--- src/rtl/mem_stage_dcache.sv ---
// MEM-stage data cache: direct-mapped, one word per line, write-through, no-write-allocate.
// A registered req/ack port to main memory backs misses and stores; stall freezes the front end.
module mem_stage_dcache #(
    parameter int INDEX_BITS = 4,
    parameter int ADDR_W     = 32,
    parameter int DATA_W     = 32
) (
    input  logic              clk,
    input  logic              rst_n,
    input  logic              MemRead,
    input  logic              MemWrite,
    input  logic [ADDR_W-1:0] address,
    input  logic [DATA_W-1:0] writeData,
    output logic [DATA_W-1:0] readData,
    output logic              hit,
    output logic              stall,
    output logic              memReq,
    output logic              memWe,
    output logic [ADDR_W-1:0] memAddr,
    output logic [DATA_W-1:0] memWData,
    input  logic [DATA_W-1:0] memRData,
    input  logic              memAck
);

    localparam int LINES = 1 << INDEX_BITS;
    localparam int TAG_W = ADDR_W - INDEX_BITS - 2;

    typedef enum logic [1:0] {IDLE, FILL, WRITE, WDONE} stateT;

    stateT state, nextState;

    logic [LINES-1:0]  validBits;
    logic [TAG_W-1:0]  tagArr  [LINES];
    logic [DATA_W-1:0] dataArr [LINES];

    logic [INDEX_BITS-1:0] curIndex, latIndex;
    logic [TAG_W-1:0]      curTag, latTag;
    logic                  tagMatch, latMatch, ackValid;
    logic                  unusedByteOffset;

    assign curIndex = address[INDEX_BITS+1:2];
    assign curTag   = address[ADDR_W-1:INDEX_BITS+2];
    assign tagMatch = validBits[curIndex] && (tagArr[curIndex] == curTag);

    // The outstanding request address lives in memAddr; stalled inputs are not trusted.
    assign latIndex = memAddr[INDEX_BITS+1:2];
    assign latTag   = memAddr[ADDR_W-1:INDEX_BITS+2];
    assign latMatch = validBits[latIndex] && (tagArr[latIndex] == latTag);

    assign ackValid         = memAck && memReq;
    assign unusedByteOffset = ^address[1:0];

    // NOTE: sequential state uses non-blocking assignments so every flop samples pre-edge values.
    always_ff @(posedge clk or negedge rst_n) begin
        if (!rst_n) state <= IDLE;
        else        state <= nextState;
    end

    always_comb begin
        nextState = state;
        case (state)
            IDLE: begin
                if (MemWrite)                 nextState = WRITE;
                else if (MemRead && !tagMatch) nextState = FILL;
            end
            FILL:    if (ackValid) nextState = IDLE;
            WRITE:   if (ackValid) nextState = WDONE;
            WDONE:   nextState = IDLE;
            default: nextState = IDLE;
        endcase
    end

    // NOTE: every output gets a default before the case so no latch is inferred.
    always_comb begin
        hit      = 1'b0;
        stall    = 1'b0;
        readData = '0;
        if (rst_n) begin
            case (state)
                IDLE: begin
                    hit   = MemRead && !MemWrite && tagMatch;
                    stall = (MemRead && !tagMatch) || MemWrite;
                    if (hit) readData = dataArr[curIndex];
                end
                FILL, WRITE: stall = 1'b1;
                default: ;
            endcase
        end
    end

    always_ff @(posedge clk or negedge rst_n) begin
        if (!rst_n) begin
            memReq   <= 1'b0;
            memWe    <= 1'b0;
            memAddr  <= '0;
            memWData <= '0;
        end else begin
            case (state)
                IDLE: begin
                    if (nextState != IDLE) begin
                        memReq  <= 1'b1;
                        memWe   <= (nextState == WRITE);
                        memAddr <= {address[ADDR_W-1:2], 2'b00};
                        if (nextState == WRITE) memWData <= writeData;
                    end
                end
                FILL, WRITE: if (ackValid) memReq <= 1'b0;
                default: ;
            endcase
        end
    end

    always_ff @(posedge clk or negedge rst_n) begin
        if (!rst_n)                          validBits <= '0;
        else if (state == FILL && ackValid) validBits[latIndex] <= 1'b1;
    end

    // NOTE: tag/data arrays carry no reset; the cleared valid bits make their contents irrelevant.
    always_ff @(posedge clk) begin
        if (state == FILL && ackValid) begin
            tagArr[latIndex]  <= latTag;
            dataArr[latIndex] <= memRData;
        end else if (state == WRITE && ackValid && latMatch) begin
            dataArr[latIndex] <= memWData;
        end
    end

endmodule
--- config.mk ---
export PLATFORM = sky130hd
export DESIGN_NAME = mem_stage_dcache
export DESIGN_NICKNAME = d
export VERILOG_FILES = /design/src/rtl/mem_stage_dcache.sv
export SDC_FILE = /design/constraint.sdc
export NUM_CORES = 1
export LEC_CHECK = 0
export CORE_UTILIZATION = 60
export CTS_BUF_LIST = sky130_fd_sc_hd__clkbuf_8
export DETAILED_ROUTE_END_ITERATION = 12
export DONT_BUFFER_PORTS = 1
export PLACE_DENSITY_LB_ADDON = 0.3
export SLEW_MARGIN = 20
export SYNTH_ARGS = -nofsm -noshare
export SYNTH_HDL_FRONTEND = slang
export SYNTH_SLANG_ARGS = --single-unit
--- constraint.sdc ---
create_clock -name clk -period 6.73 [get_ports clk]
set_clock_uncertainty 0.05 [all_clocks]
set_input_delay 1.346 -clock clk [delete_from_list [all_inputs] [get_ports clk]]
set_output_delay 1.346 -clock clk [all_outputs]
set_load 0.005 [all_outputs]
==> summary.md, run 1 <==
| Metric | Value |
|---|---|
| FMAX | `~160 MHz` |
| Hold Buf Count CTS | `0` |
| DRC Markers | `0` |
| Seq/Total Area, Yosys | `68.1%` |
| Avg WL per Cell | `approximately 32 microns` |
| Max VDD drop | `~0.33 mV` |
| Pins Over Slew Limit | `0` |
| Num CTS Buffers | `159` |
| PwrDens | `333 nW/um^2` |
| Setup Crit Path Kind | `input pin to output port` |
| Worst path arrival time | `5000 ps` |
| Rows | `98` |
| Ports | `roughly 200` |
| Yosys cell types | `68` |
| R2r setup slk | `between 1000 and 1500 ps` |
| Fin. Hold Viols | `0` |
| Die W | `~270 microns` |
| CTS tree | `yes` |
| Flops & latches, synth | `between 1k and 1.5k` |
| R2r endpoint | `dataArr[0][25]` |
| Setup violators final | `0` |
| Max Cap Viol | `0` |
| CP Max Fanout | `222` |
| Core outline area | `72000 sq um` |
| Initial Util | `about three fifths` |
| DRT antenna net count | `0` |
| Comb power frac | `a little under a fifth` |
| Grt ovf | `0` |
| Launch point of the worst reg-to-reg path | `memAddr[3]` |
| Worst-margin pin slew | `1110 ps` |
| CTS root buf | `clkbuf_8` |
| P&R area growth vs syn | `9.37%` |
| Period Utilization, post-route | `between 90% and 100%` |
| Synthesis Warnings | `0` |
| Vias | `~22k` |
| Gate count of the mapped netlist | `about 2.1k` |
| Die height | `273 microns` |
| First DRT Iteration DRCs | `2299` |
| Post-CTS Setup Bufs | `0` |
| Ys async rst share | `just over 8%` |
| Run status | `complete, no violations` |
| Reg2reg path depth | `11` |
| Post-cts sizing count | `0` |
| EDFF count, synth | `roughly 930` |
| Cell internal pwr | `about 0.012 W` |
| Max-slew headroom | `roughly a quarter` |
| # H-tree levels | `4` |
| Worst-path clk slew | `~60 ps` |
| First-pass GRT wire length | `approximately 150 mm` |
| DP HPWL | `roughly 57 mm` |
| Via density | `around 6.8` |
| Vias in the first global route | `between 20k and 25k` |
| Die area | `~74000 sq um` |
| Sw Share | `roughly 28%` |
| I/O Buffers | `0` |
| Commonest non-fill, non-tap cell in the layout | `edfxtp_1` |
| Prevailing post-synth register cell | `edfxtp_1` |
| Most frequent cells in the layout | `edfxtp_1, mux4_2, clkbuf_8, mux2_2, dfrtp_1` |
| CP Launch Type | `input pin` |
| Post-Route WL | `~100 mm` |
| Avg Inst Size Synth | `roughly 21 sq um` |
| Worst hold path class | `input pin to asynchronous set/reset pin` |
| Final hold slack | `between 150 and 200 ps` |
| Largest net degree at the start of global routing | `~220` |
| Net count, final | `between 2k and 2.5k` |
| CTS max path bufs | `3` |
| Clock Sinks | `around 1k` |
| Leakage | `about 16 nW` |
| Crit. End Element | `output port` |
| Synth Cell Area | `43900 sq um` |
| Worst skew pair latency | `slightly above 800 ps` |
| Final core area utilization | `roughly two thirds` |
| CP Data Required Time | `around 5300 ps` |
| Clk network pwr share | `between 20 and 30%` |
| Psw | `~0.0045 W` |
| Initial antenna violation count | `3` |
| Crit path to | `readData[27]` |
| Initial DRT Pass Iterations | `5` |
| Layout cells sized above 1 | `about a third` |
| RSZ-0062 raised after global routing | `false` |
| Min Tclk post-route | `between 6000 and 7000 ps` |
| Final Wtd Congestion | `0.828` |
| Gr usage total | `about 28%` |
| CP Launch Point | `address[4]` |
| Seq pwr share | `between 50% and 60%` |
[per-layer routing]
metal	part of all wire (%)	up-vias	GRT usage [%]
met2	49	1243	44.9
met1	38	11637	37.6
met4	3.9	2	12.5
met5	0.012	-	0
li1	-	8986	-
met3	9.4	244	6.69
[cell usage after synthesis (all sizes together), types with 3 or more instances]
cell type	count	area, sq um
a22o	6	52.6
o2111ai	5	43.8
o22ai	6	37.5
nand4b	4	35.0
nor3	10	55.1
nand4	8	50.1
nor4	8	50.1
mux2i	61	611
nor2b	44	493
mux4	381	8800
nor2	27	104
nand3	13	65.1
buf	79	474
nand2	33	124
xor2	25	219
a221oi	6	52.6
a21oi	9	45.0
or2	18	113
xnor2	38	333
edfxtp	928	27900
nand2b	6	37.5
a22oi	15	113
dfrtp	82	2050
nand3b	10	75.1
o21ai	17	85.1
mux2	106	1190
or3	3	18.8
inv	8	30.0
and2	14	87.6
and3	8	50.1
ha	5	62.6
clkbuf	47	206
[logic make-up (layout without fill, tap and decap cells)]
family,after synthesis,in the layout,share of synthesized area [%]
buffers and inverters,137,357,1.67
adders and majority gates,5,5,0.142
muxes,548,548,24.1
and+or+nand+nor,219,219,3.37
xor gates and xnor gates,63,63,1.26
other,1,3,0.00854
DFF,1010,1010,68.1
AOI/OAI and AO/OA,79,79,1.28
[worst max-delay path, stage by stage]
cell,delay [ps]
mux4_2,600
xor2_1,170
o21ai_0,410
nand4b_1,130
or4_1,550
or4_4,620
or4b_4,560
buf_12,240
nor2b_4,170
[metrics by stage]
stage / area [sq um] / setup WS, ps / cells / setup TNS [ps] / total power [W]
final: 48000 / 336 / 3234 / 0 / 0.0160
after global routing: 48000 / 220 / 3234 / 0 / 0.0166
after CTS: 48000 / 444 / 3233 / 0 / 0.0161
after detailed placement: 45100 / 465 / 2946 / 0 / 0.0114
after global placement: 45100 / 499 / 2946 / 0 / 0.0113
after floorplan: 43900 / -27.0 / 2063 / -2590 / 0.0104
[registers in the layout (all words and copies together) (netlist names)]
signal     count
memReq         1
dataArr      512
validBits     16
memAddr       30
state          2
memWe          1
memWData      32
tagArr       416
[power by group through the flow]
stage	Sequential, W	Combinational, W	Clock [W]
after floorplan	0.00803	0.00240	0
after global placement	0.00840	0.00288	0
after detailed placement	0.00845	0.00295	0
after CTS	0.00832	0.00296	0.00481
after global routing	0.00840	0.00310	0.00508
final	0.00831	0.00295	0.00473
[area by class of cell]
| type | count | area [sq um] |
|---|---|---|
| sequential | 1010 | 29900 |
| fill | 4512 | 23900 |
| multi-input combinational | 916 | 13400 |
| clock buffer | 167 | 2300 |
| tap | 950 | 1190 |
| clock inverter | 120 | 594 |
| timing repair buffer | 61 | 546 |
| inverter | 9 | 35.0 |
| antenna | 1 | 2.50 |
[worst min-delay path by stage]
stage / from / to / slack (ps)
after floorplan: validBits[13] / validBits[13] / 400
after global placement: validBits[7] / validBits[7] / 420
after detailed placement: validBits[8] / validBits[8] / 430
after CTS: rst_n / memWData[21] / 100
after global routing: rst_n / memWData[22] / 130
final: rst_n / memWData[21] / 180
(Power assumes the default switching activity.)
==> run 2: changes to the inputs <==
- CAP_MARGIN: default -> 40
- REMOVE_ABC_BUFFERS: default -> 1
==> run 2 against run 1 <==
Net effect: die area stayed put; core utilization is 0.31 points higher; final cell count is 0.46% higher; total power up 1.9%; global-route usage increased by 0.53 points; critical endpoint is now readData[31]; count of clock-buffer cells in the layout rose by 1; combinational power up 8.1%.
==> summary.md, run 2 (synthesis results as in run 1) <==
| Metric | Value |
|---|---|
| Run status | `complete, no violations` |
| DP HPWL | `57.5 mm` |
| Crit path to | `readData[31]` |
| DRT antenna net count | `0` |
| Num CTS Buffers | `159` |
| Crit-path slowest cell | `mux4_2` |
| Largest reg by FF count | `dataArr` |
| Post-cts sizing count | `0` |
| # H-tree levels | `4` |
| I/O Buffers | `0` |
| Pins Over Slew Limit | `0` |
| Initial antenna violation count | `3` |
| Fillers | `approximately 4.5k` |
| Layout cells sized above 1 | `between 30% and 40%` |
| Via density | `6.84` |
| Min Tclk post-route | `about 6700 ps` |
| R2r setup slk | `roughly 1400 ps` |
| Max VDD drop | `approximately 0.39 mV` |
| Avg WL per Cell | `about 32 microns` |
| Setup violators final | `0` |
| CP cell instances | `mux4_2 -> a22o_1 -> a221oi_1 -> xor2_1 -> and4_2 -> nand4b_1 -> or4_4 -> or4b_4 -> buf_4 -> nor2b_1 -> buf_4` |
| CP Launch Type | `input pin` |
| Die area | `about 74000 sq um` |
| Rows | `98` |
| Post-place setup slack | `roughly 310 ps` |
| Fin Setup TNS | `0 ps` |
| CTS max path bufs | `3` |
| Worst-path clk slew | `~60 ps` |
| FMAX | `~150 MHz` |
| Worst hold path class | `input pin to asynchronous set/reset pin` |
| Launch point of the worst reg-to-reg path | `memAddr[2]` |
| Ports | `approximately 200` |
| Worst path most repeated cell | `buf_4` |
| P&R area growth vs syn | `9.87%` |
| CP Data Required Time | `about 5300 ps` |
| Max-slew headroom | `42.5%` |
| R2r endpoint | `dataArr[6][10]` |
| Crit. End Element | `output port` |
| Post-Route WL | `approximately 100 mm` |
| Core outline area | `72000 sq um` |
| Most frequent cells in the layout | `edfxtp_1, mux4_2, clkbuf_8, mux2_2, dfrtp_1` |
| Reg2reg path depth | `12` |
| First DRT Iteration DRCs | `between 2k and 2.5k` |
| CTS root buf | `clkbuf_8` |
| Reg area | `approximately 30000 sq um` |
| Smallest setup slack after layout | `12.1 ps` |
| Grt ovf | `0` |
| Slowest stage delay, CP | `~650 ps` |
| Max FFs per register | `~510` |
| Vias | `~22k` |
| Vias in the first global route | `approximately 23k` |
| Leakage | `15.9 nW` |
| Die W | `~270 microns` |
| RSZ-0062 raised after global routing | `false` |
| Worst skew pair latency | `800 ps` |
| PwrDens | `338 nW/um^2` |
| Worst-margin pin slew | `approximately 860 ps` |
| Setup Crit Path Kind | `input pin to output port` |
| First-pass GRT wire length | `152 mm` |
| Die height | `between 200 and 300 microns` |
| Clock Sinks | `~1k` |
| Gr usage total | `between 20% and 30%` |
| Period Utilization, post-route | `between 90 and 100%` |
| Post-CTS Setup Bufs | `0` |
| Max Cap Viol | `0` |
| Largest net degree at the start of global routing | `223` |
| Net count, final | `between 2k and 2.5k` |
| Final Wtd Congestion | `slightly below 0.9` |
| DRC Markers | `0` |
| CP Max Fanout | `between 200 and 250` |
| Fin. Hold Viols | `0` |
| Footprint of the multi-input gates | `around 13000 sq um` |
| CP Launch Point | `address[4]` |
| CTS tree | `yes` |
| Regs by FF count | `dataArr (512), tagArr (416), memWData (32)` |
| Initial DRT Pass Iterations | `5` |
| Worst path arrival time | `around 5300 ps` |
| Initial Util | `61.0%` |
| Commonest non-fill, non-tap cell in the layout | `edfxtp_1` |
| Hold Buf Count CTS | `0` |
[run 2: changes by cell type in the layout (fill, tap and decap cells not counted), sizes merged]
| cell | delta |
|---|---|
| clkinvlp | +2 |
| clkinv | +6 |
| bufinv | +5 |
| buf | +11 |
| clkbuf | +1 |
| diode | +2 |
| inv | -13 |
| clkdlybuf4s15 | +1 |
[run 2: how the worst min path moves through the flow]
stage / from / endpoint
after floorplan: validBits[13] / validBits[13]
after global placement: validBits[9] / validBits[9]
after detailed placement: validBits[5] / validBits[5]
after CTS: rst_n / memWData[2]
after global routing: rst_n / memWData[2]
final: rst_n / memWData[2]
[run 2: power by group]
group / switching [W] / internal [W] / total, W
Combinational: 0.00150 / 0.00168 / 0.00319
Sequential: 0.000650 / 0.00753 / 0.00818
Clock: 0.00237 / 0.00255 / 0.00492
Total: 0.00452 / 0.0118 / 0.0163
[run 2: layer usage]
| layer | global-route usage, % | vias to the layer above | share of wire, % |
|---|---|---|---|
| met1 | 37.4 | 11752 | 37 |
| met2 | 46.8 | 1216 | 50 |
| li1 | - | 9019 | - |
| met3 | 7.73 | 225 | 9.6 |
| met5 | 0 | - | 0.0087 |
| met4 | 10.9 | 2 | 3.3 |
[run 2: layout make-up]
cell class / count / share of cell area [%]
flip-flops and latches: 1010 / 62.0
multi-input cells: 916 / 27.8
clock buffers: 168 / 4.79
well taps: 950 / 2.46
clock inverters: 120 / 1.43
repair buffers: 73 / 1.37
inverters: 9 / 0.0700
diodes: 3 / 0.0156
[run 2: critical path: cells and delay by family]
kind | cells | cell delay (ps)
muxes | 1 | 650
buffers and inverters | 2 | 420
and+or+nand+nor | 5 | 1690
AOI/OAI and AO/OA | 2 | 570
xor gates and xnor gates | 1 | 340
[run 2: stage by stage]
step	power, W	cells	cell area [sq um]	hold WS, ps	utilization (%)
final	0.0163	3249	48300	191	67.0
after global routing	0.0169	3247	48300	146	67.0
after CTS	0.0164	3246	48200	132	67.0
after detailed placement	0.0115	2958	45200	422	62.9
after global placement	0.0113	2953	45100	414	62.7
after floorplan	0.0105	1935	43200	402	-
